## src/rtl/dbus_ctrl_pkg.sv

```systemverilog
// -----------------------------------------------------------------------------
// dbus_ctrl_pkg
// Shared definitions for the data-bus access controller:
//   - FSM state encoding (dbus_state_t)
//   - default bus-wait timeout and minimum wait-counter width
//   - byte-lane mask constants (bit3 = data[31:24], big-endian lane order)
//   - misaligned(): alignment check for word / halfword lane masks
// -----------------------------------------------------------------------------
package dbus_ctrl_pkg;

   typedef enum logic [1:0] {
      ST_IDLE  = 2'd0,
      ST_WAIT  = 2'd1,
      ST_DONE  = 2'd2,
      ST_DRAIN = 2'd3
   } dbus_state_t;

   localparam int TIMEOUT_CYC_DEF = 16;
   localparam int TMR_W_MIN       = 8;

   localparam logic [3:0] SEL_WORD    = 4'b1111;
   localparam logic [3:0] SEL_HALF_HI = 4'b1100;
   localparam logic [3:0] SEL_HALF_LO = 4'b0011;

   // Access size is inferred from the lane mask. Byte accesses (single lane)
   // are always aligned; any other mask pattern is not checked.
   function automatic logic misaligned(input logic [3:0] sel,
                                       input logic [1:0] addr_lo);
      logic res;
      res = 1'b0;
      if (sel == SEL_WORD)
         res = (addr_lo != 2'b00);
      else if ((sel == SEL_HALF_HI) || (sel == SEL_HALF_LO))
         res = addr_lo[0];
      return res;
   endfunction

endpackage

```

## src/rtl/dbus_ctrl_timer.sv

```systemverilog
// -----------------------------------------------------------------------------
// dbus_timer
// Bus-wait counter: synchronous clear, count enable, saturating count and an
// expire flag.
//   clk       in   clock
//   rst       in   asynchronous active-low reset
//   i_clear   in   clear count to 0 (wins over enable)
//   i_en      in   count this cycle (a bus cycle is outstanding)
//   o_expire  out  this enabled cycle is the LIMIT-th one since the clear
// -----------------------------------------------------------------------------
module dbus_timer #(
   parameter int LIMIT = 16,
   parameter int W     = 8
) (
   input  logic clk,
   input  logic rst,
   input  logic i_clear,
   input  logic i_en,
   output logic o_expire
);

   localparam logic [W-1:0] LAST = W'(LIMIT - 1);

   logic [W-1:0] r_count;

   always_ff @(posedge clk or negedge rst) begin
      if (!rst)
         r_count <= '0;
      else if (i_clear)
         r_count <= '0;
      else if (i_en && (r_count != '1))
         r_count <= r_count + 1'b1;
   end

   // Count is 0 in the first enabled cycle, so LIMIT-1 marks the LIMIT-th.
   assign o_expire = i_en && (r_count >= LAST);

endmodule

```

## src/rtl/dbus_ctrl.sv

```systemverilog
// -----------------------------------------------------------------------------
// dbus_ctrl
// Memory-stage data-bus controller. Turns one mem-stage load/store request
// into a single classic bus cycle (cyc/stb/ack/err), stalls the pipeline while
// the access is outstanding and returns load data / error for one cycle.
//   clk            in   clock, rising edge
//   rst            in   asynchronous active-low reset
//   req_ce_i       in   mem-stage access enable
//   req_wr_i       in   1 = store, 0 = load
//   req_sel_i      in   byte-lane mask, bit3 = data[31:24]
//   req_addr_i     in   byte address
//   req_wdata_i    in   store data, already lane-replicated
//   flush_i        in   cancel the current mem-stage instruction
//   rdata_o        out  load data, valid only in the DONE cycle
//   stallreq_o     out  stall request to pipeline control
//   err_o          out  one-cycle bus error / timeout / misalign pulse
//   bus_cyc_o/stb_o/we_o/sel_o/adr_o/dat_o  out  bus master outputs
//   bus_dat_i/ack_i/err_i                   in   bus slave responses
// -----------------------------------------------------------------------------
module dbus_ctrl
   import dbus_ctrl_pkg::*;
#(
   parameter int TIMEOUT_CYC    = TIMEOUT_CYC_DEF,
   parameter bit ADDR_ALIGN_CHK = 1'b1
) (
   input  logic        clk,
   input  logic        rst,
   input  logic        req_ce_i,
   input  logic        req_wr_i,
   input  logic [3:0]  req_sel_i,
   input  logic [31:0] req_addr_i,
   input  logic [31:0] req_wdata_i,
   input  logic        flush_i,
   output logic [31:0] rdata_o,
   output logic        stallreq_o,
   output logic        err_o,
   output logic        bus_cyc_o,
   output logic        bus_stb_o,
   output logic        bus_we_o,
   output logic [3:0]  bus_sel_o,
   output logic [31:0] bus_adr_o,
   output logic [31:0] bus_dat_o,
   input  logic [31:0] bus_dat_i,
   input  logic        bus_ack_i,
   input  logic        bus_err_i
);

   localparam int CNT_W = (TIMEOUT_CYC > 255) ? $clog2(TIMEOUT_CYC + 1) : TMR_W_MIN;

   dbus_state_t r_state;
   dbus_state_t w_state_next;

   logic [31:2] r_adr;
   logic [3:0]  r_sel;
   logic        r_we;
   logic [31:0] r_wdata;
   logic [31:0] r_rdata;
   logic        r_err;

   logic w_misalign;
   logic w_expire;
   logic w_bus_end;
   logic w_fail;
   logic w_bus_act;
   logic w_stall;
   logic w_issue;
   logic w_capture;
   logic w_err_next;
   logic w_tmr_clear;

   assign w_misalign = ADDR_ALIGN_CHK && misaligned(req_sel_i, req_addr_i[1:0]);
   assign w_fail     = bus_err_i || w_expire;      // err beats a same-cycle ack
   assign w_bus_end  = bus_ack_i || w_fail;
   assign w_bus_act  = (r_state == ST_WAIT) || (r_state == ST_DRAIN);

   always_comb begin
      w_state_next = r_state;
      w_stall      = 1'b0;
      w_issue      = 1'b0;
      w_capture    = 1'b0;
      w_err_next   = 1'b0;
      case (r_state)
         ST_IDLE: begin
            if (req_ce_i && !flush_i) begin
               w_stall = 1'b1;
               if (w_misalign) begin
                  // No bus cycle: report the error in the DONE slot.
                  w_state_next = ST_DONE;
                  w_err_next   = 1'b1;
               end else begin
                  w_issue      = 1'b1;
                  w_state_next = ST_WAIT;
               end
            end
         end
         ST_WAIT: begin
            if (flush_i) begin
               // Instruction is gone; let the bus cycle finish silently.
               // If the slave answers this very cycle there is nothing to drain.
               w_state_next = w_bus_end ? ST_IDLE : ST_DRAIN;
            end else begin
               w_stall = 1'b1;
               if (w_fail) begin
                  w_state_next = ST_DONE;
                  w_err_next   = 1'b1;
               end else if (bus_ack_i) begin
                  w_state_next = ST_DONE;
                  w_capture    = 1'b1;
               end
            end
         end
         ST_DONE: begin
            w_state_next = ST_IDLE;
         end
         ST_DRAIN: begin
            // A younger request must wait until the bus is free again.
            w_stall = req_ce_i && !flush_i;
            if (w_bus_end)
               w_state_next = ST_IDLE;
         end
         default: begin
            w_state_next = ST_IDLE;
         end
      endcase
   end

   // Fresh timeout window on every entry into WAIT or DRAIN.
   assign w_tmr_clear = ((w_state_next == ST_WAIT) || (w_state_next == ST_DRAIN))
                        && (w_state_next != r_state);

   dbus_timer #(
      .LIMIT (TIMEOUT_CYC),
      .W     (CNT_W)
   ) u_timer (
      .clk      (clk),
      .rst      (rst),
      .i_clear  (w_tmr_clear),
      .i_en     (w_bus_act),
      .o_expire (w_expire)
   );

   always_ff @(posedge clk or negedge rst) begin
      if (!rst) begin
         r_state <= ST_IDLE;
         r_adr   <= '0;
         r_sel   <= '0;
         r_we    <= 1'b0;
         r_wdata <= '0;
         r_rdata <= '0;
         r_err   <= 1'b0;
      end else begin
         r_state <= w_state_next;
         r_err   <= w_err_next;
         if (w_issue) begin
            r_adr   <= req_addr_i[31:2];
            r_sel   <= req_sel_i;
            r_we    <= req_wr_i;
            r_wdata <= req_wdata_i;
         end
         if (w_err_next)
            r_rdata <= '0;
         else if (w_capture)
            r_rdata <= r_we ? 32'd0 : bus_dat_i;
      end
   end

   // Bus outputs come only from the latched request and are zero when idle.
   assign bus_cyc_o = w_bus_act;
   assign bus_stb_o = w_bus_act;
   assign bus_we_o  = w_bus_act & r_we;
   assign bus_sel_o = w_bus_act ? r_sel : 4'd0;
   assign bus_adr_o = w_bus_act ? {r_adr, 2'b00} : 32'd0;
   assign bus_dat_o = w_bus_act ? r_wdata : 32'd0;

   assign rdata_o    = (r_state == ST_DONE) ? r_rdata : 32'd0;
   assign err_o      = r_err;
   // The request path is combinational, so mask it while reset is held.
   assign stallreq_o = w_stall & rst;

endmodule

```

## config.mk

```make
export PLATFORM = sky130hd
export DESIGN_NAME = dbus_ctrl
export DESIGN_NICKNAME = d
export VERILOG_FILES = /design/src/rtl/dbus_ctrl_pkg.sv /design/src/rtl/dbus_ctrl_timer.sv /design/src/rtl/dbus_ctrl.sv
export SDC_FILE = /design/constraint.sdc
export NUM_CORES = 1
export LEC_CHECK = 0
export ABC_CLOCK_PERIOD_IN_PS = 2700
export CAP_MARGIN = 20
export CORE_MARGIN = 2
export CORE_UTILIZATION = 44
export CTS_CLUSTER_SIZE = 24
export DETAILED_ROUTE_END_ITERATION = 8
export PLACE_DENSITY_LB_ADDON = 0.2
export SLEW_MARGIN = 20
export SYNTH_ARGS = -nofsm -noshare
export SYNTH_HDL_FRONTEND = slang
export SYNTH_SLANG_ARGS = --single-unit
```

## constraint.sdc

```tcl
create_clock -name clk -period 2.7 [get_ports clk]
set_input_delay 0.405 -clock clk [delete_from_list [all_inputs] [get_ports clk]]
set_output_delay 0.405 -clock clk [all_outputs]
set_load 0.01 [all_outputs]
```

# --- After elaboration in Yosys (flattened, before gate mapping) ---
# Cells that the tools add are included.
word_totals:
  out_inout_bits: 105
  reg_bits: 110
  input_bits: 107
  wordCells: 70
op_classes:
  bitwise_logic: 2
  order_cmp: 1
  muxes: 34
  n_addsub: 1
  reduce_logical: 14
  n_eq_ne: 10
ops:
  columns: ["cell", "n"]
  rows:
  - ["$mux W32", 6]
  - ["$mux W8", 2]
  - ["$mux W1", 15]
  - ["$mux W2", 7]
  - ["$add A8 B1 Y8 const B", 1]
  - ["$eq A4 B4 Y1 const B", 2]
  - ["$ge A8 B4 Y1 const B", 1]
  - ["$ne A8 B8 Y1 const B", 1]
  - ["$pmux W2 S4", 1]
  - ["$eq A2 B2 Y1 const B", 3]
  - ["$reduce_bool A2 Y1", 3]
  - ["$logic_or A1 B1 Y1", 5]
  - ["$eq A2 B1 Y1 const B", 2]
  - ["$eq A4 B2 Y1 const B", 1]
  - ["$logic_and A1 B1 Y1", 4]
  - ["$mux W4", 1]
  - ["$pmux W1 S3", 1]
  - ["$and A1 B1 Y1", 2]
  - ["$logic_not A2 Y1", 1]
  - ["$ne A2 B2 Y1", 1]
  - ["$pmux W1 S2", 1]
  - ["$logic_not A1 Y1", 1]

# --- Longest topological paths before layout ---
logic_depth:
  word_depth: 12
  depth_mapped: 10
  mapped_depth_nobuf: 8

# --- Cells and area by module ---
# From an unflattened synthesis, not the netlist that was laid out.
hier_totals:
  cells_unflattened: 494
  hier_area_um2: 5490.3
modules_own_cells:
  columns: ["mod", "seq_area_each_um2", "cells_each", "instances", "area_each_um2"]
  rows:
  - ["dbus_ctrl", 2552.4, 446, 1, 4981.0]
  - ["dbus_timer", 200.2, 48, 1, 509.2]

# --- Least setup slack after synthesis ---
# No wires, ideal clock.
synth_timing:
  path_type: "register to register"
  startpoint: "reg r_state[0]"
  endpoint: "reg r_adr[11] in the netlist's numbering"
  path_buffers: 2
  period_less_slack_ps: 2176
  t_required_ps: 2575
  setup_slack_ps: 524
  setup_ps: 125
  stages_incl_launch_ff: 8
  t_arrival_ps: 2051
  cell_sequence: "dfrtp_1 -> inv_1 -> ha_1 -> inv_1 -> nor4_2 -> buf_2 -> buf_2 -> mux2_2"
synth_between:
  elab_chain_cells: 2
synth_lines:
  columns: ["element", "line", "text"]
  rows:
  - ["from (decl)", "dbus_ctrl.sv:50", "dbus_state_t r_state;"]
  - ["from (signal assigned)", "dbus_ctrl.sv:152", "r_state <= w_state_next;"]
  - ["$logic_not A2 Y1", "dbus_ctrl.sv:82", "case (r_state)"]
  - ["$mux W1", "dbus_ctrl.sv:82", null]
  - ["to (signal assigned)", "dbus_ctrl.sv:155", "r_adr <= req_addr_i[31:2];"]
  - ["to (decl)", "dbus_ctrl.sv:53", "logic [31:2] r_adr;"]
# Every way passes these cells.
# A chain may end at the register's enable or synchronous reset.

# --- Worst setup path in the final report ---
layout_timing:
  startpoint: "reg r_state[0]"
  endpoint: "out bus_dat_o[29]"
layout_between:
  elab_chain_cells: 3
  word_cells_on_any_way: 4
  cone_classes: "eq/ne (2); mux (1); reduce/logical (1)"
layout_lines:
  columns: ["element", "line", "text"]
  rows:
  - ["$eq A2 B1 Y1 or $eq A2 B2 Y1 (tied branches)", "dbus_ctrl.sv:74", "assign w_bus_act = (r_state == ST_WAIT) || (r_state == ST_DRAIN);"]
  - ["$logic_or A1 B1 Y1 *", "dbus_ctrl.sv:74", null]
  - ["$mux W32 *", "dbus_ctrl.sv:173", "assign bus_dat_o = w_bus_act ? r_wdata : 32'd0;"]
  - ["to (decl)", "dbus_ctrl.sv:42", "output logic [31:0] bus_dat_o,"]
# Mark *: on every way between the ends. The rest lies on a longest branch, timed or not.

==> flow_summary.json <==
{
  "outcome": "complete, no violations",
  "power.leakage_uw": 0.003406,
  "rows": 40,
  "avgViaCountPerCell": 5.173,
  "clock-sinks": 110,
  "critPathBufInv": 3,
  "drv_slew": 0,
  "final_util_pct": 67.26,
  "async_flop_share_pct": 100.0,
  "r2r_end": "r_adr[9]",
  "clock_skew_ps": 8.472,
  "tightest_slew_ps": 724.3,
  "cts_buffer_depth": 2,
  "ant_nets": 0,
  "yosysWarningCount": 0,
  "drt_first_pass_iters": 4,
  "rsz0062_at_grt": "true",
  "synth_cells": 484,
  "cpPeakStageDelay_ps": 480,
  "finalCriticalPeriod_ps": 2638,
  "antenna_cells": 0,
  "worstSetupPathType": "flop to output port",
  "vias": 4330,
  "clk_latency_ps": 340,
  "dpl_cell_area_um2": 7639,
  "grt_max_degree": 78,
  "stdcell_area_um2": 8079,
  "reg2reg_depth": 6,
  "clock-root-buffer": "clkbuf_16",
  "period_share_pct": 97.69,
  "finalSetupViolCount": 0,
  "die_h_um": 114.8,
  "synth_common_cells": "dfrtp_1, and2_1, mux2_2",
  "area_growth_syn_to_layout_pct": 49.57,
  "synth_seq_cells": 110,
  "grt_pass1_wl_um": 22360,
  "grt_pass1_vias": 4422,
  "crit_arrival_ps": 2230,
  "yosysTopAreaCellShare_pct": 50.96,
  "track_usage_pct": 21.36,
  "synth_top_area_cell": "dfrtp_1",
  "irDropWorstVdd_mv": 0.5603,
  "h-tree-depth": 3,
  "die_area_um2": 13180,
  "gr-total-overflow": 0,
  "start_util_pct": 44.97,
  "r2r_start": "r_state[0]",
  "ios": 212,
  "ys_top_cells_by_area": "dfrtp_1, mux2_2, and2_1, nand3b_1, a21oi_1",
  "gp_congestion": 0.8257,
  "clk_pin_slew_worst_paths_ps": 70,
  "yosysMostFrequentCell": "dfrtp_1",
  "drcViolationCount": 0,
  "path_cells": "ha_2, nor2_4, inv_2, bufbuf_16, and2_1, clkdlybuf4s50_1",
  "fill_cells": 930,
  "whs_ps": 121.3,
  "holdBufCountCts": 0,
  "fmax_ghz": 0.3791,
  "cts_inserted_buffers": 9,
  "fin_ws_ps": 62.25,
  "core_area_um2": 12010,
  "synth_edf_count": 0,
  "netlist_area_um2": 5401,
  "timing_hold_violations_final": 0,
  "setup-tns-final_ps": 0,
  "power_density_nw_per_um2": 976.9,
  "r2r_slack_ps": 320,
  "critical_path.top_delay_family": "buffers and inverters",
  "detailed_place_hpwl_um": 9645,
  "final_nets": 798,
  "cp.required_ps": 2300,
  "drive_gt1_share_pct": 16.67,
  "cts_tree": "yes",
  "finalWirelength_um": 14130,
  "ys_seq_area_share_pct": 50.96,
  "post_drt_wl_per_cell_um": 16.88,
  "end_kind": "output port",
  "synth_top_flop_cell": "dfrtp_1",
  "slew_headroom_pct": 51.71,
  "syn_avg_cell_area_um2": 11.16,
  "antenna_found_initial": 0,
  "cp_max_fo": 26,
  "critPathLaunch": "r_state[0]",
  "drtIter0Drc": 347,
  "cap_violations": 0,
  "die_w_um": 114.8,
  "portBuffers": 209,
  "crit_path_start_kind": "flop",
  "pre_cts_ws_ps": 211.7,
  "hp-class": "input pin to asynchronous set/reset pin",
  "cp_slowest_cell": "dfrtp_2",
  "synth.distinct_cells": 43
}
==> cell usage in the layout (no fill, tap or decap), types with 2 or more instances in the layout <==
cell type        count
nand4_1              3
and3_1               3
buf_4                9
inv_1                3
o211ai_1             2
clkbuf_8             2
inv_2                2
dfrtp_2              2
or3b_2               2
o31ai_1              2
nand2_1             38
nand3b_1            32
o21ai_0              2
clkbuf_16            9
a21oi_1             43
mux2_2              67
a211oi_1             3
clkdlybuf4s50_1    202
conb_1               2
a21oi_2              2
nor2_1               4
ha_1                 4
buf_12               3
bufinv_16            3
xor2_1               5
and2_1             100
dfrtp_1            108
dlymetal6s2s_1       6
==> cell type report <==
cell class | instances | area [um^2] | area share, %
sequential | 110 | 2755 | 34.10
tap | 147 | 183.9 | 2.277
timing repair buffer | 222 | 2268 | 28.08
clock inverter | 5 | 103.9 | 1.285
inverter | 5 | 18.77 | 0.2323
multi-input combinational | 337 | 2496 | 30.90
clock buffer | 11 | 252.7 | 3.128
==> logic make-up after synthesis <==
group | Yosys count | share of synthesized area (%)
adders and majority gates | 6 | 1.390
DFF | 110 | 50.96
buffers and inverters | 38 | 3.474
muxes | 68 | 14.15
other | 1 | 0.06943
xor gates and xnor gates | 6 | 0.9729
and+or+nand+nor | 193 | 21.59
AOI/OAI and AO/OA | 62 | 7.390
==> registers in the layout (all words and copies together) (netlist names) <==
signal and count:
r_sel 4, r_adr 30, r_state 2, r_wdata 32, r_we 1, r_rdata 32, err_o 1, u_timer.r_count 8
==> metal layers <==
metal,track usage (%),routed length (um),up-vias
li1,-,-,2043
met4,6.506,204,0
met2,34.40,6680,171
met5,0,0,-
met1,27.37,5853,2104
met3,7.538,1388,12
==> report_power, final <==
group          switching (uW)  total, uW  internal (uW)  leakage (uW)
registers                 395       2760           2360       0.00138
clock network             596       1560            960      0.000176
logic                    1520       3580           2060       0.00185
total                    2510       7890           5390       0.00341
==> stage by stage <==
step                total power [uW]  instances
global route                    8387        837
detailed placement              6239        819
floorplan                       4578        485
global placement                6132        819
finish                          7893        837
CTS                             7959        836
==> how the worst max path moves through the flow <==
stage / endpoint / cells past startpoint
floorplan: r_adr[11] / 7
global placement: u_timer.r_count[2] / 6
detailed placement: bus_adr_o[24] / 7
CTS: bus_dat_o[6] / 7
global route: bus_adr_o[19] / 7
finish: bus_dat_o[29] / 6
==> timing repair <==
item	in CTS	in global routing
resized for setup	9	6
setup buffers	0	1
gates cloned	1	0
endpoints found under the setup margin	67	38
pin swaps	0	0
Power figures use the tool's default switching activity.
